==> src/rtl/i2s_pkg.sv <==
// Shared constants and state type for the I2S transmitter.
//   SLOT_W      - bits per channel slot on the wire
//   FRAME_SLOTS - BCLK periods per LRCLK frame (left + right)
//   BCLK_HALF   - master_clk cycles per BCLK half period
package i2s_pkg;

  localparam int unsigned SLOT_W      = 16;
  localparam int unsigned FRAME_SLOTS = 32;
  localparam int unsigned BCLK_HALF   = 8;

  typedef enum logic {
    StIdle,
    StRun
  } i2s_state_e;

endpackage

==> src/rtl/i2s_bclk_gen.sv <==
// BCLK generator: the bit tick forces BCLK low and restarts the half-period
// counter; BCLK goes high BCLK_HALF master cycles later and stays high until
// the next tick.
//   clk_i  - master clock
//   rst_i  - asynchronous active-high reset
//   run_i  - transmitter running (counter frozen while idle)
//   tick_i - bit tick, one cycle wide
//   bclk_o - bit clock
module i2s_bclk_gen
  import i2s_pkg::*;
(
  input  logic clk_i,
  input  logic rst_i,
  input  logic run_i,
  input  logic tick_i,
  output logic bclk_o
);

  localparam int unsigned CntW = $clog2(BCLK_HALF + 1);

  logic [CntW-1:0] cnt_q, cnt_d;
  logic            bclk_q, bclk_d;

  always_comb begin
    cnt_d  = cnt_q;
    bclk_d = bclk_q;
    if (tick_i) begin
      cnt_d  = '0;
      bclk_d = 1'b0;
    end else if (run_i) begin
      // Saturate so a missing strobe leaves BCLK parked high.
      if (cnt_q != CntW'(BCLK_HALF)) begin
        cnt_d = cnt_q + CntW'(1);
      end
      if (cnt_q == CntW'(BCLK_HALF - 1)) begin
        bclk_d = 1'b1;
      end
    end
  end

  always_ff @(posedge clk_i or posedge rst_i) begin
    if (rst_i) begin
      cnt_q  <= '0;
      bclk_q <= 1'b0;
    end else begin
      cnt_q  <= cnt_d;
      bclk_q <= bclk_d;
    end
  end

  assign bclk_o = bclk_q;

endmodule

==> src/rtl/i2s_tx.sv <==
// Stereo Philips I2S transmitter. Accepts one sample pair per frame over a
// valid/ready handshake into a holding register, moves it into the frame
// register at each sample_clk_en, and shifts it out MSB first with a
// one-BCLK data delay after each LRCLK edge.
//   master_clk, rst              - clock, asynchronous active-high reset
//   sample_clk_en, bit_clk_en    - frame-start and bit strobes from the divider
//   left_sample, right_sample    - two's complement samples, SAMPLE_W bits
//   sample_valid, sample_ready   - input handshake
//   i2s_bclk, i2s_lrclk, i2s_sdata - DAC pins
//   underflow                    - pulse when a frame starts with no sample held
// Build option: define I2S_TX_UNDERFLOW_CNT_EN to add underflow_cnt[7:0], a
// saturating count of underflow pulses.
module i2s_tx
  import i2s_pkg::*;
#(
  parameter int unsigned SAMPLE_W = 16
) (
  input  logic                master_clk,
  input  logic                rst,
  input  logic                sample_clk_en,
  input  logic                bit_clk_en,
  input  logic [SAMPLE_W-1:0] left_sample,
  input  logic [SAMPLE_W-1:0] right_sample,
  input  logic                sample_valid,
  output logic                sample_ready,
  output logic                i2s_bclk,
  output logic                i2s_lrclk,
  output logic                i2s_sdata,
`ifdef I2S_TX_UNDERFLOW_CNT_EN
  output logic [7:0]          underflow_cnt,
`endif
  output logic                underflow
);

  localparam int unsigned PadW   = SLOT_W - SAMPLE_W;
  localparam int unsigned FrameW = FRAME_SLOTS;
  localparam int unsigned SlotCntW = $clog2(FRAME_SLOTS);

  i2s_state_e state_q, state_d;

  logic [FrameW-1:0]   hold_q, hold_d;
  logic                hold_full_q, hold_full_d;
  logic [FrameW-1:0]   frame_q, frame_d;
  logic                delay_q, delay_d;
  logic [SlotCntW-1:0] n_q, n_d;
  logic                lrclk_q, lrclk_d;
  logic                sdata_q, sdata_d;
  logic                underflow_q, underflow_d;

  logic                run;
  logic                tick;
  logic                xfer;
  logic [SLOT_W-1:0]   left_pad, right_pad;
  logic [FrameW-1:0]   frame_cur;
  logic [SlotCntW-1:0] n_cur;

  // MSB-align each sample in its slot, zero-filled below.
  assign left_pad  = SLOT_W'(left_sample) << PadW;
  assign right_pad = SLOT_W'(right_sample) << PadW;

  // State register.
  always_ff @(posedge master_clk or posedge rst) begin
    if (rst) begin
      state_q <= StIdle;
    end else begin
      state_q <= state_d;
    end
  end

  // Next state: RUN is sticky until reset.
  always_comb begin
    state_d = state_q;
    unique case (state_q)
      StIdle: if (sample_clk_en) state_d = StRun;
      StRun:  state_d = StRun;
      default: state_d = StIdle;
    endcase
  end

  // FSM outputs: in IDLE only the frame strobe can start the bit stream.
  always_comb begin
    run  = (state_q == StRun);
    tick = sample_clk_en | (run & bit_clk_en);
  end

  // Datapath next state.
  always_comb begin
    hold_d      = hold_q;
    hold_full_d = hold_full_q;
    frame_d     = frame_q;
    delay_d     = delay_q;
    n_d         = n_q;
    lrclk_d     = lrclk_q;
    sdata_d     = sdata_q;

    xfer        = sample_valid & ~hold_full_q;
    underflow_d = sample_clk_en & ~hold_full_q;

    // The frame loaded at a frame start is already visible to slot 0 so the
    // left MSB lands in the delay bit on that same tick.
    frame_cur = sample_clk_en ? (hold_full_q ? hold_q : '0) : frame_q;
    n_cur     = sample_clk_en ? '0 : n_q + SlotCntW'(1);

    if (sample_clk_en) begin
      frame_d = frame_cur;
    end

    // xfer implies the holding register was empty, so it never races a move.
    if (xfer) begin
      hold_d      = {left_pad, right_pad};
      hold_full_d = 1'b1;
    end else if (sample_clk_en && hold_full_q) begin
      hold_d      = '0;
      hold_full_d = 1'b0;
    end

    if (tick) begin
      n_d     = n_cur;
      lrclk_d = n_cur[SlotCntW-1];
      sdata_d = delay_q;
      delay_d = frame_cur[~n_cur];  // ~n == 31 - n
    end
  end

  always_ff @(posedge master_clk or posedge rst) begin
    if (rst) begin
      hold_q      <= '0;
      hold_full_q <= 1'b0;
      frame_q     <= '0;
      delay_q     <= 1'b0;
      n_q         <= '0;
      lrclk_q     <= 1'b0;
      sdata_q     <= 1'b0;
      underflow_q <= 1'b0;
    end else begin
      hold_q      <= hold_d;
      hold_full_q <= hold_full_d;
      frame_q     <= frame_d;
      delay_q     <= delay_d;
      n_q         <= n_d;
      lrclk_q     <= lrclk_d;
      sdata_q     <= sdata_d;
      underflow_q <= underflow_d;
    end
  end

  i2s_bclk_gen u_bclk_gen (
    .clk_i  (master_clk),
    .rst_i  (rst),
    .run_i  (run),
    .tick_i (tick),
    .bclk_o (i2s_bclk)
  );

`ifdef I2S_TX_UNDERFLOW_CNT_EN
  logic [7:0] uf_cnt_q, uf_cnt_d;

  always_comb begin
    uf_cnt_d = uf_cnt_q;
    if (underflow_d && (uf_cnt_q != 8'hFF)) begin
      uf_cnt_d = uf_cnt_q + 8'd1;
    end
  end

  always_ff @(posedge master_clk or posedge rst) begin
    if (rst) begin
      uf_cnt_q <= '0;
    end else begin
      uf_cnt_q <= uf_cnt_d;
    end
  end

  assign underflow_cnt = uf_cnt_q;
`endif

  assign sample_ready = ~hold_full_q;
  assign i2s_lrclk    = lrclk_q;
  assign i2s_sdata    = sdata_q;
  assign underflow    = underflow_q;

endmodule

==> config.mk <==
export PLATFORM = sky130hd
export DESIGN_NAME = i2s_tx
export DESIGN_NICKNAME = d
export VERILOG_FILES = /design/src/rtl/i2s_pkg.sv /design/src/rtl/i2s_bclk_gen.sv /design/src/rtl/i2s_tx.sv
export SDC_FILE = /design/constraint.sdc
export NUM_CORES = 1
export LEC_CHECK = 0
export BUFFER_PORTS_ARGS = -buffer_cell sky130_fd_sc_hd__buf_2
export CELL_PAD_IN_SITES_DETAIL_PLACEMENT = 2
export CELL_PAD_IN_SITES_GLOBAL_PLACEMENT = 2
export CORE_MARGIN = 3
export CORE_UTILIZATION = 35
export CTS_CLUSTER_SIZE = 8
export DETAILED_ROUTE_END_ITERATION = 8
export PLACE_DENSITY = 0.73
export SETUP_SLACK_MARGIN = 0.15
export SLEW_MARGIN = 20
export SYNTH_ARGS = -nofsm -noshare
export SYNTH_HDL_FRONTEND = slang
export SYNTH_SLANG_ARGS = --single-unit
==> constraint.sdc <==
create_clock -name master_clk -period 2 [get_ports master_clk]
set_input_delay 0.1 -clock master_clk [delete_from_list [all_inputs] [get_ports master_clk]]
set_output_delay 0.1 -clock master_clk [all_outputs]
set_load 0.02 [all_outputs]
# Word-level counts from Yosys, hierarchy flattened
# Cells that the tools add are included.
# W data, S select, Z words.
# classes
addsub	2
n_lt_le_gt_ge	1
n_eq_ne	2
n_mux	17
bitwise	7
n_reduce_logical	7
# op_table
operator	n
$mux W32	4
$mux W4	3
$reduce_bool A2 Y1	4
$mux W1	7
$lt A5 B6 Y1 const B	1
$add A5 B1 Y5 const B	1
$bmux W1 S5	1
$mux W5	1
$not A5 Y5	1
$add A4 B1 Y4 const B	1
$eq A4 B3 Y1 const B	1
$ne A4 B4 Y1 const B	1
$reduce_and A2 Y1	2
$and A1 B1 Y1	3
$not A1 Y1	2
$pmux W1 S2	1
$logic_and A1 B1 Y1	1
$or A1 B1 Y1	1
# totals
reg_bits	80
input_bits	37
out_inout_bits	5
word_cells	47

# Logic depth before layout (Yosys ltp)
# Gate-level depths: netlist of run 1.
# logic_depth
depth_word	5
ltp_mapped	8
mapped_depth_nobuf	7

# Hierarchy
# Synthesis of run 1 repeated with hierarchy kept, for this count alone.
# hier_totals
hier_cells	282
hier_area_um2	3374.5
# modules_own_cells
module	n_inst	cells_per_inst	area_per_inst_um2	seq_area_each_um2
i2s_tx	1	254	3100.5	1851.8
i2s_bclk_gen	1	28	274.0	125.1

# Least setup slack after synthesis of run 1
# OpenSTA, ideal clock, no wires.
# synth_path
path_type	reg-to-reg
from	register n_q[0]
to	register delay_q
setup_time_ns	0.128
t_arrival_ns	1.968
required_ns	1.872
slack_ns	-0.096
stages_incl_launch_ff	8
path_buffers	0
synth_period_minus_slack_ns	2.096
cell_sequence	dfrtp_1 > ha_1 > xnor2_2 > mux4_2 > a211oi_2 > o21ai_1 > o22ai_1 > a31oi_1
# synth_between
elab_chain_cells	5
# synth_lines
item	line	text
start: declaration	i2s_tx.sv:45	logic [SlotCntW-1:0] n_q, n_d;
start signal: assignment	i2s_tx.sv:140	n_q <= n_d;
$add A5 B1 Y5	i2s_tx.sv:102	n_cur = sample_clk_en ? '0 : n_q + SlotCntW'(1);
$mux W5	i2s_tx.sv:102	
$not A5 Y5	i2s_tx.sv:121	delay_d = frame_cur[~n_cur];
$bmux W1 S5	i2s_tx.sv:121	
$mux W1 (not written as such)	i2s_tx.sv:121	
end signal: assignment	i2s_tx.sv:139	delay_q <= delay_d;
end: declaration	i2s_tx.sv:44	logic delay_q, delay_d;
# No other way between the ends. The select of a mux whose other input is x is not followed.
# A chain may end at the register's enable or synchronous reset.

# Worst setup path after layout of run 1
# Ends and elaborated chain as after synthesis.

==> results of run 1 <==
-- worst max-delay path: stages (launching register included) --
cell and delay [ns]:
dfrtp_1 0.43, ha_4 0.20, xnor2_4 0.17, mux4_2 0.54
a211oi_2 0.18, o21ai_1 0.09, o22ai_1 0.15, a31oi_1 0.05
-- cells in the final DEF (no fill, tap or decap), types with 2 or more instances in the layout --
cell type / instances
o211ai_1: 2
and2_2: 2
xnor2_1: 2
nand3_1: 4
or3_1: 2
nor3_1: 4
buf_4: 19
a211oi_2: 2
ha_1: 2
and2_1: 2
inv_1: 13
nor2_1: 15
clkinvlp_4: 3
inv_6: 3
nand4_1: 2
a22o_1: 53
a31oi_1: 4
a22oi_1: 2
dlygate4sd3_1: 32
o21ai_1: 4
buf_2: 41
nor2b_2: 2
mux2i_1: 5
clkbuf_8: 9
o2bb2ai_1: 2
mux4_1: 2
dfrtp_1: 79
nand2_1: 28
a21oi_1: 4
o21ai_0: 10
-- through the flow --
stage / worst slack, ns / instances / hold slack (ns)
after floorplan: 0.0282 / 292 / 0.240
after global placement: 0.0873 / 460 / 0.249
after detailed placement: -0.0329 / 460 / 0.252
after CTS: 0.0917 / 510 / 0.00531
after global routing: 0.00228 / 510 / 0.0117
final: 0.0779 / 510 / 0.00159
-- where the power goes --
group,leakage [nW],switching [mW],internal [mW]
Clock,0.0866,0.662,0.464
Combinational,0.947,0.351,0.339
Sequential,1.04,0.155,1.80
-- state kept, by name, indices dropped and copies added (netlist names) --
name	cells
n_q	5
frame_q	32
underflow	1
delay_q	1
u_bclk_gen.bclk_o	1
run	1
hold_q	32
hold_full_q	1
u_bclk_gen.cnt_q	4
i2s_sdata	1
-- area by class of cell --
type / instances / area (um^2) / share of cell area [%]
Clock inverter: 7 / 55.1 / 1.25
Sequential cell: 79 / 1980 / 44.8
Clock buffer: 9 / 124 / 2.81
Timing Repair Buffer: 94 / 699 / 15.8
Tap cell: 129 / 161 / 3.66
Multi-Input combinational cell: 177 / 1340 / 30.3
Inverter: 15 / 60.1 / 1.36
-- timing repair --
action / CTS / global route
pin swaps: 3 / 0
hold buffers: 32 / 0
hold endpoints to repair: 110 / 0
gates resized for setup: 7 / 1
buffers inserted: 2 / 0
cloned: 0 / 0
setup endpoints to repair: 1 / 1
-- per-layer routing --
layer  vias up  track usage [%]  wire, um
met5         -                0         0
met4         0             6.00       141
met3        10             2.76       259
met2        48             38.0      5750
met1      1402             25.0      4480
li1       1226                -         -
-- kinds of logic after synthesis --
logic type / share of synthesized area (%)
fa+ha+maj: 1.09
mux: 5.33
xor+xnor: 0.979
compound gates: 20.8
flops: 57.3
simple gates: 9.21
buf+inv: 5.33
-- worst max-delay path by stage --
stage                       start                   to  slack, ns  cells past startpoint
4_1_cts        n_q[0]$_DFFE_PP0N_  delay_q$_DFFE_PP0N_       0.09                      7
5_1_grt        n_q[0]$_DFFE_PP0N_  delay_q$_DFFE_PP0N_      0.002                      8
3_5_place_dp   n_q[0]$_DFFE_PP0N_  delay_q$_DFFE_PP0N_      -0.03                      8
6_report       n_q[0]$_DFFE_PP0N_  delay_q$_DFFE_PP0N_       0.08                      7
3_3_place_gp   n_q[0]$_DFFE_PP0N_  delay_q$_DFFE_PP0N_       0.09                      8
2_1_floorplan  n_q[0]$_DFFE_PP0N_  delay_q$_DFFE_PP0N_       0.03                      7
==> results.rst, run 1 <==
.. list-table::
   :header-rows: 1

   * - Metric
     - Value
   * - CTS sink count
     - 79
   * - Crit path launch type
     - flop
   * - Global-route wire length before repair
     - 17,700 um
   * - Vias after detailed routing
     - 2,686
   * - Gp weighted congestion
     - 0.866
   * - Initial core utilization
     - 36.7%
   * - Worst hold-check path type
     - in2reg
   * - Core area
     - 9420 um^2
   * - Total DRC errors in the routed layout
     - 0
   * - Reg2Reg Capture Point
     - delay_q$_DFFE_PP0N_
   * - Setup slack of the worst register-to-register path
     - 0.08 ns
   * - Crit Path Max Fanout
     - 2
   * - Area share of the largest cell type after synthesis
     - 57.3%
   * - Syn Nets
     - 332
   * - CTS tree
     - yes
   * - Antenna violations before repair
     - 0
   * - Cell with the most instances after synthesis
     - dfrtp_1
   * - Worst flop-to-flop path startpoint
     - n_q[0]$_DFFE_PP0N_
   * - Final TNS setup
     - 0 ns
   * - Top area cells in the synthesized netlist
     - dfrtp_1 (57%), a22o_1 (13%), nand2_1 (3.0%), nor2_1 (1.7%), o21ai_0 (1.6%)
   * - Clock transition at the registers of the reported paths
     - 0.09 ns
   * - Synth Flop Type
     - dfrtp_1
   * - Post-detail-place hpwl
     - 6710 um
   * - Number of I/O pins
     - 42
   * - Width of the chip
     - 105 um
   * - Cell count after synthesis
     - 292
   * - Final design area excluding fillers
     - 4410 um^2
   * - Post-layout utilization of the core
     - 46.9%
   * - Relative max-transition margin
     - 71.5%
   * - Post-layout min period
     - 1.92 ns
   * - Setup repair after global routing missed its margin
     - true
   * - Leading post-synthesis cells by instance count
     - dfrtp_1 (79), a22o_1 (53), nand2_1 (28)
   * - Y dimension of the die
     - 105 um
   * - Number of nets with antenna violations after routing
     - 0
   * - Async set or reset register ratio after synthesis
     - 100%
   * - Transition at the pin with the smallest max-transition slack
     - 0.427 ns
   * - Fmax
     - 520 MHz
   * - Critical path data required time
     - 2.24 ns
   * - Power Density
     - 856 nW/um^2
   * - Worst R2R Path Depth
     - 7
   * - Total Die Area
     - 11,100 um^2
   * - Post-placement cell area
     - 3880 um^2
   * - EDFF count, synth
     - 0
   * - Clk root buf
     - clkbuf_8
   * - Worst-skew pair later-pin latency
     - 0.35 ns
   * - Largest net degree at the start of global routing
     - 80
   * - IO Port Bufs
     - 41
   * - Share of post-route cells with drive strength above 1
     - 25.7%
   * - Final setup violating endpoints
     - 0
   * - Combined area of all synthesized cells
     - 3450 um^2
   * - Cell Rows
     - 35
   * - Tot GR Track Use
     - 20.6%
   * - Worst IR drop on VDD
     - 0.374 mV
   * - Share of synthesized area occupied by flip-flops and latches
     - 57.3%
   * - Worst Hold Launch
     - left_sample[11]
   * - Number of hold violations in the final report
     - 0
   * - WL final
     - 10,600 um
   * - Crit share post-route
     - 96.1%
   * - Final Max Tran Viols
     - 0
   * - Result of the run
     - finished, final reports clean
   * - Via density
     - 5.27
   * - Max capacitance violation total
     - 0
   * - Length of the first detailed-routing pass in iterations
     - 4
   * - Number of global-route vias before repair
     - 3,152
   * - Final net count
     - 416
   * - Detailed-route wire length per cell
     - 20.8 um
   * - Number of distinct library cell variants in the gate-level netlist after synthesis
     - 50
   * - Biggest area consumer among synthesized cells
     - dfrtp_1
   * - Total number of yosys warnings
     - 0
   * - Flops & latches, synth
     - 79
   * - Nature of the critical path endpoint
     - flop
   * - Tot Pwr
     - 3.78 mW
   * - Initial detailed-routing violation count
     - 160
   * - Total grt overflow
     - 0
   * - Hold endpoint
     - hold_q[27]$_DFFE_PP0P_
   * - Worst Skew
     - 0.00874 ns
   * - Mean area per synthesized cell
     - 11.8 um^2
   * - Antenna diodes
     - 0
   * - Hold depth
     - 2
   * - Clk buf depth
     - 2
   * - Data arrival time of the critical path
     - 2.16 ns
   * - Worst Setup Path Type
     - reg2reg
   * - TritonCTS buffer count
     - 9
   * - H-tree levels
     - 3
   * - Leakage
     - 2.07 nW
   * - Count of fill cells added during filler insertion
     - 955
   * - Relative area change from synthesis to final layout
     - 27.9%
Note: power is estimated with default switching activity, not from simulation.
==> run 2, diff against run 1 <==
ABC_AREA = 1   (was unset)
PLACE_DENSITY = 0.76   (was 0.73)
clock period = 2.2 ns   (was 2 ns; I/O delays follow)
==> run 2 against run 1 <==
Hold slack gained 0.0094 ns. Power shrank 4.8%. Core utilization shrank 3.0 points. Critical path type unchanged. Via count grew 16%. Global-route usage shrank 1.1 points. Final cell count grew 20%. Cell area shrank 1.4%. Critical endpoint unchanged.
==> results.rst, run 2 <==
.. list-table::
   :header-rows: 1

   * - Metric
     - Value
   * - Result of the run
     - finished, final reports clean (unchanged)
   * - Synth Flop Type
     - dfrtp_1 (unchanged)
   * - Cell-by-cell trace of the critical path
     - ha_1 > nand2_1 > inv_1 > nor3_4 > inv_1 > nand3_1 > nand3_1 > nand2_1 > nand2_1 > nand3_1 (was ha_4 > xnor2_4 > mux4_2 > a211oi_2 > o21ai_1 > o22ai_1 > a31oi_1)
   * - Final design area excluding fillers
     - 4350 um^2 (was 4410 um^2)
   * - Worst Setup Path Type
     - reg2reg (unchanged)
   * - Relative max-transition margin
     - 49.5% (was 71.5%)
   * - Setup repair after global routing missed its margin
     - false (was true)
   * - Final TNS setup
     - 0 ns (unchanged)
   * - Worst IR drop on VDD
     - 0.339 mV (was 0.374 mV)
   * - TritonCTS buffer count
     - 9 (unchanged)
   * - Leading post-synthesis cells by instance count
     - nand3_1 (129), dfrtp_1 (79), nand2_1 (70) (was dfrtp_1 (79), a22o_1 (53), nand2_1 (28))
   * - Internal Pwr Total
     - 2.53 mW (was 2.61 mW)
   * - Net switching power
     - 1.07 mW (was 1.17 mW)
   * - Simple logic cell fraction of the synthesized area
     - 28.2% (was 9.21%)
   * - Post-layout min period
     - 1.66 ns (was 1.92 ns)
   * - Number of nets with antenna violations after routing
     - 0 (unchanged)
   * - Cell count after synthesis
     - 416 (was 292)
   * - Part of the power in the clock network
     - 32.4% (was 29.8%)
   * - Worst Skew
     - 0.00660 ns (was 0.00874 ns)
   * - Async set or reset register ratio after synthesis
     - 100% (unchanged)
   * - Worst path top cell family by delay
     - simple AND/OR/NAND/NOR gates (was multiplexers)
   * - IO Port Bufs
     - 41 (unchanged)
   * - Detailed-route wire length per cell
     - 16.7 um (was 20.8 um)
   * - Share of post-route cells with drive strength above 1
     - 15.7% (was 25.7%)
   * - Via density
     - 5.11 (was 5.27)
   * - Area fraction in compound gates after synthesis
     - 7.02% (was 20.8%)
   * - Initial core utilization
     - 36.5% (was 36.7%)
   * - Initial detailed-routing violation count
     - 106 (was 160)
   * - Gp weighted congestion
     - 0.812 (was 0.866)
   * - Max capacitance violation total
     - 0 (unchanged)
   * - Y dimension of the die
     - 108 um (was 105 um)
   * - Tot GR Track Use
     - 19.5% (was 20.6%)
   * - Clk buf depth
     - 2 (unchanged)
   * - Global-route wire length before repair
     - 17,700 um (unchanged)
   * - Post-layout utilization of the core
     - 43.9% (was 46.9%)
   * - Total grt overflow
     - 0 (unchanged)
   * - Cell Rows
     - 36 (was 35)
   * - Crit Path Max Fanout
     - 5 (was 2)
   * - Mean area per synthesized cell
     - 8.70 um^2 (was 11.8 um^2)
   * - Total DRC errors in the routed layout
     - 0 (unchanged)
   * - Final Max Tran Viols
     - 0 (unchanged)
   * - Leakage
     - 2.19 nW (was 2.07 nW)
   * - Hold depth
     - 3 (was 2)
   * - Most frequent cells in the layout
     - nand3_1 (129), dfrtp_1 (79), nand2_1 (70) (was dfrtp_1 (79), a22o_1 (53), buf_2 (41))
   * - Antenna diodes
     - 0 (unchanged)
   * - H-tree levels
     - 3 (unchanged)
   * - Registers with the most flip-flops
     - frame_q: 32 flops, hold_q: 32 flops, n_q: 5 flops (unchanged)
   * - Area share of the largest cell type after synthesis
     - 54.6% (was 57.3%)
   * - Count of buffer and inverter cells on the critical path
     - 2 (was 0)
   * - Critical path data required time
     - 2.49 ns (was 2.24 ns)
   * - Worst path slowest cell
     - dfrtp_1 (was mux4_2)
   * - Buffers inserted during post-CTS setup optimization
     - 0 (was 2)
   * - Number of I/O pins
     - 42 (unchanged)
   * - Logic gate share of total power
     - 19.3% (was 18.3%)
   * - Worst hold-check path type
     - in2reg (unchanged)
   * - Portion of netlist area occupied by mux cells
     - 0% (was 5.33%)
   * - Number of distinct library cell variants in the gate-level netlist after synthesis
     - 23 (was 50)
   * - Part of the total power dissipated in sequential elements
     - 48.3% (was 51.9%)
   * - Crit path launch type
     - flop (unchanged)
   * - Met1 layer usage reported by global route
     - 26.0% (was 25.0%)
   * - Crit share post-route
     - 75.7% (was 96.1%)
   * - Syn Nets
     - 456 (was 332)
   * - Vias after detailed routing
     - 3,127 (was 2,686)
   * - Fraction of met2 tracks used by global routing
     - 32.6% (was 38.0%)
   * - GR Util met3
     - 2.94% (was 2.76%)
   * - Combined area of all synthesized cells
     - 3620 um^2 (was 3450 um^2)
   * - Largest stage delay, worst path
     - 0.43 ns (was 0.54 ns)
   * - Routing layer with the top usage in global route
     - met2 (unchanged)
   * - Number of hold violations in the final report
     - 0 (unchanged)
   * - Share of synthesized area occupied by flip-flops and latches
     - 54.6% (was 57.3%)
   * - Length of the first detailed-routing pass in iterations
     - 4 (unchanged)
   * - Hold-fix buffers at CTS
     - 21 (was 32)
   * - Post-detail-place hpwl
     - 7150 um (was 6710 um)
   * - Number of global-route vias before repair
     - 3,499 (was 3,152)
   * - Clock transition at the registers of the reported paths
     - 0.08 ns (was 0.09 ns)
   * - Dominant combinational cell family by area after synthesis
     - simple AND/OR/NAND/NOR gates (was compound AO/OA/AOI/OAI gates)
   * - # resized after CTS
     - 0 (was 7)
   * - Antenna violations before repair
     - 0 (unchanged)
   * - Most common cell after layout, fill and taps aside
     - nand3_1 (was dfrtp_1)
   * - Nature of the critical path endpoint
     - flop (unchanged)
   * - Power Density
     - 826 nW/um^2 (was 856 nW/um^2)
   * - Top area cells in the synthesized netlist
     - dfrtp_1 (55%), nand3_1 (18%), nand2_1 (7.3%), inv_1 (4.8%), o21ai_0 (3.5%) (was dfrtp_1 (57%), a22o_1 (13%), nand2_1 (3.0%), nor2_1 (1.7%), o21ai_0 (1.6%))
   * - Fmax
     - 601 MHz (was 520 MHz)
   * - Clk root buf
     - clkbuf_8 (unchanged)
   * - Parity-gate share of the synthesized area counting xor and xnor cells
     - 0% (was 0.979%)
   * - Switching power share of the total
     - 29.7% (was 30.9%)
   * - Largest net degree at the start of global routing
     - 42 (was 80)
   * - Width of the chip
     - 108 um (was 105 um)
   * - EDFF count, synth
     - 0 (unchanged)
   * - Final net count
     - 514 (was 416)
   * - Post-placement cell area
     - 3940 um^2 (was 3880 um^2)
   * - Data arrival time of the critical path
     - 1.95 ns (was 2.16 ns)
   * - Total Die Area
     - 11,600 um^2 (was 11,100 um^2)
   * - Core area
     - 9910 um^2 (was 9420 um^2)
   * - WL final
     - 10,200 um (was 10,600 um)
   * - CTS sink count
     - 79 (unchanged)
   * - Relative area change from synthesis to final layout
     - 20.2% (was 27.9%)
   * - Worst-skew pair later-pin latency
     - 0.35 ns (about the same)
   * - Tot Pwr
     - 3.60 mW (was 3.78 mW)
   * - Total number of yosys warnings
     - 0 (unchanged)
   * - Cell with the most instances after synthesis
     - nand3_1 (was dfrtp_1)
   * - Worst R2R Path Depth
     - 10 (was 7)
   * - Final setup violating endpoints
     - 0 (unchanged)
   * - Flops & latches, synth
     - 79 (unchanged)
   * - Transition at the pin with the smallest max-transition slack
     - 0.755 ns (was 0.427 ns)
   * - CTS tree
     - yes (unchanged)
   * - Biggest area consumer among synthesized cells
     - dfrtp_1 (unchanged)
   * - Cell depth of the worst setup path
     - 10 (was 7)
   * - Share of synthesized cell area in full adder, half adder and majority cells
     - 1.04% (was 1.09%)
[run 2: area by class of cell]
type | count | area (um^2)
clock inverters | 4 | 70.1
clock buffers | 12 | 135
repair buffers | 71 | 495
multi-input cells | 264 | 1310
inverters | 49 | 195
flip-flops and latches | 79 | 1980
fillers | 1136 | 5560
well taps | 133 | 166
[run 2: power groups by stage]
stage | sequential (mW) | combinational (mW) | clock [mW]
4_1_cts | 1.74 | 0.712 | 1.20
3_5_place_dp | 1.77 | 0.677 | 0
3_3_place_gp | 1.75 | 0.647 | 0
2_1_floorplan | 1.74 | 0.472 | 0
5_1_grt | 1.76 | 0.804 | 1.27
6_report | 1.74 | 0.695 | 1.16
[run 2: path summary, 6_finish.rpt]
check	start	to	slack [ns]
hold / removal	right_sample[7]	hold_q[7]$_DFFE_PP0P_	0.01
max in group asynchronous	rst	hold_q[16]$_DFFE_PP0P_	1.13
hold reg to reg	frame_q[23]$_DFFE_PP0P_	frame_q[23]$_DFFE_PP0P_	0.49
setup reg to reg	n_q[0]$_DFFE_PP0N_	delay_q$_DFFE_PP0N_	0.54
setup / recovery	n_q[0]$_DFFE_PP0N_	delay_q$_DFFE_PP0N_	0.54
min in group asynchronous	rst	n_q[1]$_DFFE_PP0N_	0.43
[run 2: worst register-to-register path, cell delays in order, from the launching register on]
cell and delay (ns):
dfrtp_1 0.43, ha_1 0.23, nand2_1 0.08, inv_1 0.08, nor3_4 0.21, inv_1 0.16, nand3_1 0.12, nand3_1 0.08
nand2_1 0.10, nand2_1 0.06, nand3_1 0.07
[run 2: logic make-up after synthesis]
family,count (synthesis)
AO/OA/AOI/OAI,46
AND/OR/NAND/NOR,215
buffers and inverters,73
adder cells (fa/ha/maj),3
flip-flops,79
[run 2: metrics by stage]
stage          hold WS [ns]  cells  worst slack (ns)
6_report             0.0110    612             0.535
5_1_grt              0.0149    612             0.303
4_1_cts             0.00134    612             0.497
3_5_place_dp          0.282    575             0.525
3_3_place_gp          0.272    575             0.581
2_1_floorplan         0.258    416             0.762
[run 2: layer usage]
layer / vias up / wire length [um]
met5: - / 0
met1: 1559 / 4760
met2: 51 / 5080
met4: 0 / 182
li1: 1501 / -
met3: 16 / 225
==> run 3, diff against run 2 <==
clock period = 1.7 ns   (was 2.2 ns; I/O delays follow)
==> run 3 against run 2 <==
The run now ends with negative hold slack left. Critical path depth fell by 1. Maximum frequency rose by 3.5%. Combinational power rose by 47%. Count of clock-buffer cells in the layout fell by 2. Power rose by 35%. Sequential power rose by 30%. Global-route usage rose by 0.72 points. Sequential share of layout area fell by 2.5 points. Register-to-register slack got worse by 0.44 ns. Via count rose by 3.8%. Largest cell class unchanged. Largest power group unchanged.
==> results.rst, run 3 (synthesized netlist as in run 2, its figures left out) <==
.. list-table::
   :header-rows: 1

   * - Metric
     - Value
   * - TritonCTS buffer count
     - 9 (unchanged)
   * - Clk root buf
     - clkbuf_8 (unchanged)
   * - Worst R2R Path Depth
     - 9 (was 10)
   * - Hold depth
     - 3 (unchanged)
   * - Post-detail-place hpwl
     - 7220 um (was 7150 um)
   * - Number of hold violations in the final report
     - 1 (was 0)
   * - Leakage
     - 2.27 nW (was 2.19 nW)
   * - Worst IR drop on VDD
     - 0.443 mV (was 0.339 mV)
   * - Via density
     - 5.16 (was 5.11)
   * - H-tree levels
     - 3 (unchanged)
   * - Violations in the final reports
     - negative hold slack
   * - Initial core utilization
     - 36.5% (unchanged)
   * - Tot GR Track Use
     - 20.3% (was 19.5%)
   * - Setup slack of the worst register-to-register path
     - 0.09 ns (was 0.54 ns)
   * - Final setup violating endpoints
     - 0 (unchanged)
   * - Worst Skew
     - 0.0108 ns (was 0.00660 ns)
   * - Result of the run
     - finished, violations left (was finished, final reports clean)
   * - Worst Setup Path Type
     - reg2reg (unchanged)
   * - Crit path launch type
     - flop (unchanged)
   * - Number of global-route vias before repair
     - 3,524 (was 3,499)
   * - Data arrival time of the critical path
     - 1.85 ns (was 1.95 ns)
   * - Antenna diodes
     - 0 (unchanged)
   * - Most common cell after layout, fill and taps aside
     - nand3_1 (unchanged)
   * - Critical path data required time
     - 1.94 ns (was 2.49 ns)
   * - Transition at the pin with the smallest max-transition slack
     - 0.531 ns (was 0.755 ns)
   * - Total Die Area
     - 11,600 um^2 (unchanged)
   * - Power Density
     - 1050 nW/um^2 (was 826 nW/um^2)
   * - Count of fill cells added during filler insertion
     - 1,095 (was 1,136)
   * - Reg2Reg Capture Point
     - delay_q$_DFFE_PP0N_ (unchanged)
   * - DP Worst Slack
     - 0.0259 ns (was 0.525 ns)
   * - Final Max Tran Viols
     - 0 (unchanged)
   * - Detailed-route wire length per cell
     - 17.4 um (was 16.7 um)
   * - Number of I/O pins
     - 42 (unchanged)
   * - Worst flop-to-flop path startpoint
     - n_q[1]$_DFFE_PP0N_ (was n_q[0]$_DFFE_PP0N_)
   * - Relative area change from synthesis to final layout
     - 27.4% (was 20.2%)
   * - Post-route worst setup slack
     - 0.0906 ns (was 0.535 ns)
   * - Registers with the most flip-flops
     - frame_q: 32 flops, hold_q: 32 flops, n_q: 5 flops (unchanged)
   * - Crit Path Max Fanout
     - 8 (was 5)
   * - Share of post-route cells with drive strength above 1
     - 19.4% (was 15.7%)
   * - CTS tree
     - yes (unchanged)
   * - WL final
     - 11,000 um (was 10,200 um)
   * - Nature of the critical path endpoint
     - flop (unchanged)
   * - Most frequent cells in the layout
     - nand3_1 (124), dfrtp_1 (77), nand2_1 (68) (was nand3_1 (129), dfrtp_1 (79), nand2_1 (70))
   * - Gp weighted congestion
     - 0.792 (was 0.812)
   * - Total grt overflow
     - 0 (unchanged)
   * - Worst hold-check path type
     - in2reg (unchanged)
   * - Max capacitance violation total
     - 0 (unchanged)
   * - Number of nets with antenna violations after routing
     - 0 (unchanged)
   * - Net switching power
     - 1.51 mW (was 1.07 mW)
   * - Largest net degree at the start of global routing
     - 38 (was 42)
   * - Post-layout utilization of the core
     - 46.5% (was 43.9%)
   * - Width of the chip
     - 108 um (unchanged)
   * - Worst-skew pair later-pin latency
     - 0.36 ns (was 0.35 ns)
   * - Initial detailed-routing violation count
     - 120 (was 106)
   * - Hold endpoint
     - hold_q[25]$_DFFE_PP0P_ (was hold_q[7]$_DFFE_PP0P_)
   * - Fmax
     - 621 MHz (was 601 MHz)
   * - Post-layout min period
     - 1.61 ns (was 1.66 ns)
   * - Logic gate share of total power
     - 20.9% (was 19.3%)
   * - Y dimension of the die
     - 108 um (unchanged)
   * - IO Port Bufs
     - 41 (unchanged)
   * - Global-route wire length before repair
     - 18,400 um (was 17,700 um)
   * - Crit share post-route
     - 94.7% (was 75.7%)
   * - Cell Rows
     - 36 (unchanged)
   * - Setup repair after global routing missed its margin
     - true (was false)
   * - Length of the first detailed-routing pass in iterations
     - 4 (unchanged)
   * - Part of the total power dissipated in sequential elements
     - 46.4% (was 48.3%)
   * - CTS sink count
     - 79 (unchanged)
   * - Part of the power in the clock network
     - 32.6% (was 32.4%)
   * - Vias after detailed routing
     - 3,247 (was 3,127)
   * - Antenna violations before repair
     - 0 (unchanged)
   * - Worst Hold Launch
     - left_sample[9] (was right_sample[7])
   * - Clock transition at the registers of the reported paths
     - 0.08 ns (about the same)
   * - Internal Pwr Total
     - 3.35 mW (was 2.53 mW)
   * - Core area
     - 9910 um^2 (unchanged)
   * - Relative max-transition margin
     - 64.5% (was 49.5%)
   * - Worst hold slack after final layout
     - -0.00530 ns (was 0.0110 ns)
   * - Total DRC errors in the routed layout
     - 0 (unchanged)
   * - Clk buf depth
     - 2 (unchanged)
   * - Final net count
     - 531 (was 514)
   * - Switching power share of the total
     - 31.1% (was 29.7%)
-- run 3: cell types whose count changed in the layout (fill, tap and decap cells not counted), sizes merged --
cell	change
clkinvlp	+3
buf	+6
clkbuf	-2
dlygate4sd3	+11
clkinv	-1
-- run 3: worst max-delay path by stage --
stage                                     end               start  cells after the start
after global routing      delay_q$_DFFE_PP0N_  n_q[1]$_DFFE_PP0N_                      9
after global placement    delay_q$_DFFE_PP0N_  n_q[0]$_DFFE_PP0N_                      9
final                     delay_q$_DFFE_PP0N_  n_q[1]$_DFFE_PP0N_                      9
after floorplan           delay_q$_DFFE_PP0N_  n_q[0]$_DFFE_PP0N_                      9
after CTS                 delay_q$_DFFE_PP0N_  n_q[0]$_DFFE_PP0N_                     10
after detailed placement  delay_q$_DFFE_PP0N_  n_q[0]$_DFFE_PP0N_                      9
-- run 3: power by group through the flow --
stage / Sequential, mW / Clock [mW] / Combinational (mW)
2_1_floorplan: 2.25 / 0 / 0.611
3_3_place_gp: 2.27 / 0 / 0.837
3_5_place_dp: 2.29 / 0 / 0.877
4_1_cts: 2.26 / 1.62 / 0.989
5_1_grt: 2.29 / 1.68 / 1.15
6_report: 2.26 / 1.58 / 1.02
-- run 3: critical path: stages, from the launching register on --
cell and delay [ns]:
dfrtp_1 0.44, ha_4 0.27, nand2_4 0.09, clkinvlp_4 0.17, nand3_1 0.13, nand3_1 0.09
nand3_1 0.10, nand2_1 0.07, nand2_1 0.07, nand3_1 0.07
-- run 3: routing by layer --
metal / part of all wire (%) / global-route usage, %
met3: 2.9 / 4.02
met1: 46 / 27.0
met2: 50 / 34.1
met4: 0.86 / 4.60
met5: 0 / 0
-- run 3: area by class of cell --
cell class,instances,area [um^2],area share (%)
clock buffers,10,128,2.77
clock inverters,6,92.6,2.01
inverters,49,201,4.37
multi-input cells,264,1360,29.5
flip-flops and latches,79,1980,42.9
well taps,133,166,3.61
repair buffers,88,683,14.8
-- run 3: timing repair --
item,CTS,global route
buffers inserted,3,1
endpoints found under the hold margin,50,0
resized for setup,15,6
pin swaps,6,1
hold buffers,32,0
setup endpoints to repair,2,5
-- run 3: stage by stage --
stage | setup TNS [ns] | hold WS [ns] | total power [mW] | cell area, um^2 | cells
final | 0 | -0.00530 | 4.86 | 4610 | 629
after global routing | -0.00145 | 0.00409 | 5.12 | 4610 | 629
after CTS | 0 | 0.000262 | 4.86 | 4580 | 628
after detailed placement | 0 | 0.157 | 3.17 | 3960 | 577
after global placement | 0 | 0.154 | 3.11 | 3960 | 577
after floorplan | 0 | 0.233 | 2.86 | 3620 | 416
